**src/rtl/mult_arbiter.sv**
```systemverilog
// -----------------------------------------------------------------------------
// mult_arbiter
//
// Round-robin front end that shares one 8x8 sequential multiplier among NREQ
// requesters. One transaction at a time: pick a pending requester, launch the
// multiplier with a one-cycle start pulse, wait for done (bounded by TIMEOUT),
// then return the 16-bit product with a one-hot ack and the requester index.
//
// Parameters
//   NREQ     number of requesters (2..8)
//   IDW      requester index width, ceil(log2(NREQ))
//   TIMEOUT  cycles allowed from start until the transaction is aborted (>= 2)
//
// Ports
//   clk         system clock, rising edge
//   rst_n       synchronous active-low reset
//   req         per-requester request level
//   a_in, b_in  packed operands, slice i = x_in[8*i+7:8*i]
//   ack         one-hot, one-cycle completion pulse to the served requester
//   err         1 = transaction timed out (result forced to 0), valid with ack
//   result      16-bit unsigned product, held until the next completion
//   result_id   index of the served requester, held until the next completion
//   busy        high whenever a transaction is in flight
//   mult_a/b    operands to the multiplier, stable from launch until done
//   mult_start  one-cycle start pulse to the multiplier
//   mult_r      multiplier result
//   mult_done   multiplier done level
// -----------------------------------------------------------------------------
module mult_arbiter #(
    parameter int NREQ    = 4,
    parameter int IDW     = 2,
    parameter int TIMEOUT = 64
) (
    input  logic                 clk,
    input  logic                 rst_n,
    input  logic [NREQ-1:0]      req,
    input  logic [8*NREQ-1:0]    a_in,
    input  logic [8*NREQ-1:0]    b_in,
    output logic [NREQ-1:0]      ack,
    output logic                 err,
    output logic [15:0]          result,
    output logic [IDW-1:0]       result_id,
    output logic                 busy,
    output logic [7:0]           mult_a,
    output logic [7:0]           mult_b,
    output logic                 mult_start,
    input  logic [15:0]          mult_r,
    input  logic                 mult_done
);

    localparam int CNTW = $clog2(TIMEOUT + 1);

    localparam logic [2:0] S_IDLE  = 3'd0;
    localparam logic [2:0] S_ISSUE = 3'd1;
    localparam logic [2:0] S_GUARD = 3'd2;
    localparam logic [2:0] S_WAIT  = 3'd3;
    localparam logic [2:0] S_RESP  = 3'd4;

    logic [2:0]       state_q,      state_d;
    logic [IDW-1:0]   rr_ptr_q,     rr_ptr_d;
    logic [IDW-1:0]   grant_id_q,   grant_id_d;
    logic [CNTW-1:0]  cnt_q,        cnt_d;
    logic [7:0]       mult_a_q,     mult_a_d;
    logic [7:0]       mult_b_q,     mult_b_d;
    logic             mult_start_q, mult_start_d;
    logic [NREQ-1:0]  ack_q,        ack_d;
    logic             err_q,        err_d;
    logic [15:0]      result_q,     result_d;
    logic [IDW-1:0]   result_id_q,  result_id_d;

    logic             found;
    logic [IDW-1:0]   sel_id;
    logic [CNTW-1:0]  cnt_inc;
    logic [NREQ-1:0]  grant_onehot;

    // Round-robin pick: first set req bit strictly after rr_ptr, wrapping
    // modulo NREQ, so the most recently served requester is considered last.
    always_comb begin
        found  = 1'b0;
        sel_id = '0;
        for (int k = 1; k <= NREQ; k++) begin
            int             idx;
            logic [IDW-1:0] cand;
            idx  = (int'(rr_ptr_q) + k) % NREQ;
            cand = IDW'(idx);
            if (!found && req[cand]) begin
                found  = 1'b1;
                sel_id = cand;
            end
        end
    end

    assign cnt_inc      = cnt_q + 1'b1;
    assign grant_onehot = {{(NREQ-1){1'b0}}, 1'b1} << grant_id_q;

    always_comb begin
        state_d      = state_q;
        rr_ptr_d     = rr_ptr_q;
        grant_id_d   = grant_id_q;
        cnt_d        = cnt_q;
        mult_a_d     = mult_a_q;
        mult_b_d     = mult_b_q;
        mult_start_d = 1'b0;
        ack_d        = '0;
        err_d        = err_q;
        result_d     = result_q;
        result_id_d  = result_id_q;

        case (state_q)
            S_IDLE: begin
                if (found) begin
                    mult_a_d     = a_in[8*int'(sel_id) +: 8];
                    mult_b_d     = b_in[8*int'(sel_id) +: 8];
                    grant_id_d   = sel_id;
                    // Registered so the pulse lines up with the ISSUE state.
                    mult_start_d = 1'b1;
                    state_d      = S_ISSUE;
                end
            end

            S_ISSUE: begin
                cnt_d   = '0;
                state_d = S_GUARD;
            end

            // mult_done may still be asserted from the previous operation;
            // this cycle lets the multiplier drop it before it is trusted.
            S_GUARD: begin
                state_d = S_WAIT;
            end

            // Completion outputs are registered on the way into RESP so they
            // are valid exactly in the ack cycle. Done has priority over the
            // timeout when both happen together. The timeout compares the
            // incremented count, which places the aborted ack TIMEOUT cycles
            // after GUARD.
            S_WAIT: begin
                cnt_d = cnt_inc;
                if (mult_done) begin
                    result_d    = mult_r;
                    err_d       = 1'b0;
                    result_id_d = grant_id_q;
                    ack_d       = grant_onehot;
                    state_d     = S_RESP;
                end else if (cnt_inc == CNTW'(TIMEOUT - 1)) begin
                    result_d    = 16'h0000;
                    err_d       = 1'b1;
                    result_id_d = grant_id_q;
                    ack_d       = grant_onehot;
                    state_d     = S_RESP;
                end
            end

            S_RESP: begin
                rr_ptr_d = grant_id_q;
                state_d  = S_IDLE;
            end

            default: begin
                state_d = S_IDLE;
            end
        endcase
    end

    // A reset mid-transaction simply drops it: no ack is produced and any
    // later multiplier result is ignored because the FSM restarts in IDLE.
    always_ff @(posedge clk) begin
        if (!rst_n) begin
            state_q      <= S_IDLE;
            rr_ptr_q     <= IDW'(NREQ - 1);
            grant_id_q   <= '0;
            cnt_q        <= '0;
            mult_a_q     <= 8'h00;
            mult_b_q     <= 8'h00;
            mult_start_q <= 1'b0;
            ack_q        <= '0;
            err_q        <= 1'b0;
            result_q     <= 16'h0000;
            result_id_q  <= '0;
        end else begin
            state_q      <= state_d;
            rr_ptr_q     <= rr_ptr_d;
            grant_id_q   <= grant_id_d;
            cnt_q        <= cnt_d;
            mult_a_q     <= mult_a_d;
            mult_b_q     <= mult_b_d;
            mult_start_q <= mult_start_d;
            ack_q        <= ack_d;
            err_q        <= err_d;
            result_q     <= result_d;
            result_id_q  <= result_id_d;
        end
    end

    assign ack        = ack_q;
    assign err        = err_q;
    assign result     = result_q;
    assign result_id  = result_id_q;
    assign busy       = (state_q != S_IDLE);
    assign mult_a     = mult_a_q;
    assign mult_b     = mult_b_q;
    assign mult_start = mult_start_q;

endmodule

```
**config.mk**
```make
export PLATFORM = sky130hd
export DESIGN_NAME = mult_arbiter
export DESIGN_NICKNAME = d
export VERILOG_FILES = /design/src/rtl/mult_arbiter.sv
export SDC_FILE = /design/constraint.sdc
export NUM_CORES = 1
export LEC_CHECK = 0
export ABC_AREA = 0
export CORE_ASPECT_RATIO = 0.7
export CORE_MARGIN = 2
export CORE_UTILIZATION = 40
export DETAILED_ROUTE_END_ITERATION = 12
export PLACE_DENSITY = 0.87
export SYNTH_ARGS = -nofsm -noshare
export SYNTH_HDL_FRONTEND = slang
export SYNTH_SLANG_ARGS = --single-unit
```
**constraint.sdc**
```tcl
create_clock -name clk -period 2.7 [get_ports clk]
set_clock_uncertainty 0.05 [all_clocks]
set_input_delay 0.54 -clock clk [delete_from_list [all_inputs] [get_ports clk]]
set_output_delay 0.54 -clock clk [all_outputs]
set_load 0.02 [all_outputs]
```
==> metrics.csv <==
metric;value;unit
status;finished, final reports clean;
diodes;0;
max_cap_viol_count;0;
min_period_over_period;0.8608;
critPathLaunchType;flip-flop;
crit_required;2.11;ns
place_congestion;0.9885;
finalSetupTns;0;ns
first_global_vias;2494;
layout_setup_ws;0.3757;ns
ys_warn_count;0;
drc;0;
h-tree-depth;2;
insertion_delay;0.30;ns
numClockSinks;54;
whs_endpoint;mult_a[5];
drive_gt1_frac;0.05612;
core_area;0.006156;mm2
postCtsResizedCells;0;
postCtsSetupBuffers;0;
yosys-top-cells-area;dfxtp_1 (43%), mux2i_1 (14%), a32o_1 (6.4%), o221ai_1 (5.6%), nand2_1 (4.9%);
dr.first_iter.drc_count;108;
grt_pass1_wl;11860;um
design_area;0.003986;mm2
critPathCaptureType;output port;
grt_overflow;0;
synth.avg_cell_area;9.562;um2
timing.rr.end;result[10];
route.vias.total;2529;
worst_pin_slew;0.4157;ns
cpMaxStageDelayCell;clkdlybuf4s50_1;
grtUsageTotal;0.2081;
min_path_type;reg2reg;
synth_seq_area_share;0.4299;
fin_crit;2.324;ns
antenna_found_initial;0;
setup_viol;0;
worst-r2r-cell-count;6;
final_antenna_net_count;0;
min-delay-start;mult_a[5];
nets;480;
cp_max_fo;11;
synth_top_cell_by_area;dfxtp_1;
grt_start_max_net_pins;34;
hold_violations;0;
r2r-start;cnt_q[0];
worstPathArrival;1.73;ns
path_class;reg2out;
clkTransAtPathRegs;0.09;ns
cts-root-buf;clkbuf_8;
synthFlopType;dfxtp_1;
row_count;24;
clock_path_buffers;2;
post-dp-hpwl;5777;um
max-slew-margin-rel;0.7212;
placed_area;0.003900;mm2
synthCells;263;
crit_path_max_incr_delay;0.54;ns
die-area;0.006947;mm2
power.density;440.1;mW/mm2
num_io_pins;128;
async_reset_ff_frac;0;
die_height;70.34;um
rsz0062_at_grt;false;
drv_slew;0;
ys_seq_elements;54;
rrSetupSlack;0.46;ns
initial_core_util;0.4085;
irDropWorstVdd;0.3563;mV
crit_chain;nor3_1 > inv_1 > clkdlybuf4s50_1;
drt_wl_total;7398;um
synth_edf_count;0;
syn_to_final_growth;58.51;%
chipWidth;98.77;um
tritoncts;built;
synth_area;0.002515;mm2
fmax;0.4302;GHz
cts_buffers;5;
ys_types;41;
vias_per_cell;5.381;
synth_top_area_share;0.4299;
io_buffers;127;
holdBufCountCts;0;
min_path_cells;2;
wire_per_inst;15.74;um
leakagePower;1.492;nW
synth.net_count;352;
drt-pass1-iter-count;4;
post-place-ws;0.2358;ns
-- placed cells by master, fill, tap and decap left out, types with 2 or more instances in the layout --
master           netlist  final
and4b_1                2      2
o21ai_0                6      6
nor2b_1                3      3
clkdlybuf4s50_1        0    127
or4_1                  3      3
o221ai_1              16     16
nand2b_1               6      6
nand2_1               33     33
inv_1                  6      6
clkbuf_8               0      5
a32o_1                16     16
buf_4                  0      7
mux2i_1               35     35
nand4_1                2      2
a211oi_1               3      3
a21o_1                 2      2
ha_1                   2      2
nor2_1                12     12
nor3_1                 9      9
nand3_1                5      5
dfxtp_1               54     54
a21oi_1               14     14
o21a_1                 2      2
-- metrics by stage --
| stage | power [W] | hold WS [ns] | utilization | std cells |
|---|---|---|---|---|
| global route | 0.001844 | 0.4531 | 0.6476 | 470 |
| floorplan | 0.001076 | 0.3872 | - | 263 |
| global placement | 0.001319 | 0.3919 | 0.6335 | 462 |
| detailed placement | 0.001331 | 0.4029 | 0.6335 | 462 |
| finish | 0.001754 | 0.4170 | 0.6476 | 470 |
| CTS | 0.001766 | 0.4242 | 0.6476 | 470 |
-- per-layer routing --
layer	share of wire	vias up	track usage
met1	0.45	1176	0.2747
met2	0.47	97	0.3446
met5	0	-	0
met3	0.071	6	0.05205
li1	-	1250	-
met4	0.0097	0	0.04566
-- cell families (layout without fill, tap and decap cells) --
kind of cell / Yosys count / in the layout / synth area share
DFF: 54 / 54 / 0.4299
muxes: 35 / 35 / 0.1393
xor gates and xnor gates: 1 / 1 / 0.003483
and+or+nand+nor: 85 / 85 / 0.1781
AOI/OAI and AO/OA: 65 / 65 / 0.2020
adders and majority gates: 2 / 2 / 0.009949
buffers and inverters: 21 / 150 / 0.03731
-- cells in the mapped netlist (2+ instances only) --
cell      count
mux2i_1      35
nand3_1       5
a21oi_1      14
nor2b_1       3
buf_2         6
o221ai_1     16
o21ai_0       6
nand2b_1      6
nand4_1       2
a21o_1        2
inv_1         6
clkbuf_1      7
dfxtp_1      54
or4_1         3
nor2_1       12
ha_1          2
nor3_1        9
nand2_1      33
a211oi_1      3
and4b_1       2
o21a_1        2
a32o_1       16
-- final cells by class --
class                   count  area [um2]
flip-flops and latches     54        1081
inverters                   7       26.28
clock inverters             2       13.76
fillers                   521        2170
well taps                  78       97.59
clock buffers               6       72.57
repair buffers            135        1344
multi-input cells         188        1351
-- worst max-delay path, delay by kind of cell (launching register included) --
kind,cells,cell delay (ns)
buffers and inverters,2,0.61
flip-flops,1,0.43
AND/OR/NAND/NOR,1,0.40
-- sequential cells by signal, summed over array words and instances, names as in the netlist --
signal,count
rr_ptr_q,2
mult_a,8
mult_start,1
grant_id_q,2
mult_b,8
result_id,2
state_q,3
result,16
err,1
cnt_q,7
ack,4
-- how the worst max path moves through the flow --
stage	slack, ns	startpoint	endpoint	cells past startpoint
2_1_floorplan	0.67	cnt_q[1]	result[10]	7
3_3_place_gp	0.32	req[3]	mult_a[3]	7
3_5_place_dp	0.24	req[3]	mult_a[5]	7
4_1_cts	0.37	state_q[1]	busy	3
5_1_grt	0.27	state_q[1]	busy	3
6_report	0.38	state_q[1]	busy	3
-- report_power, final --
part	switching (W)	internal, W	leakage (nW)
Sequential	0.0000308	0.000840	0.440
Clock	0.000256	0.000184	0.0452
Combinational	0.000192	0.000251	1.01
(Power assumes the default switching activity.)
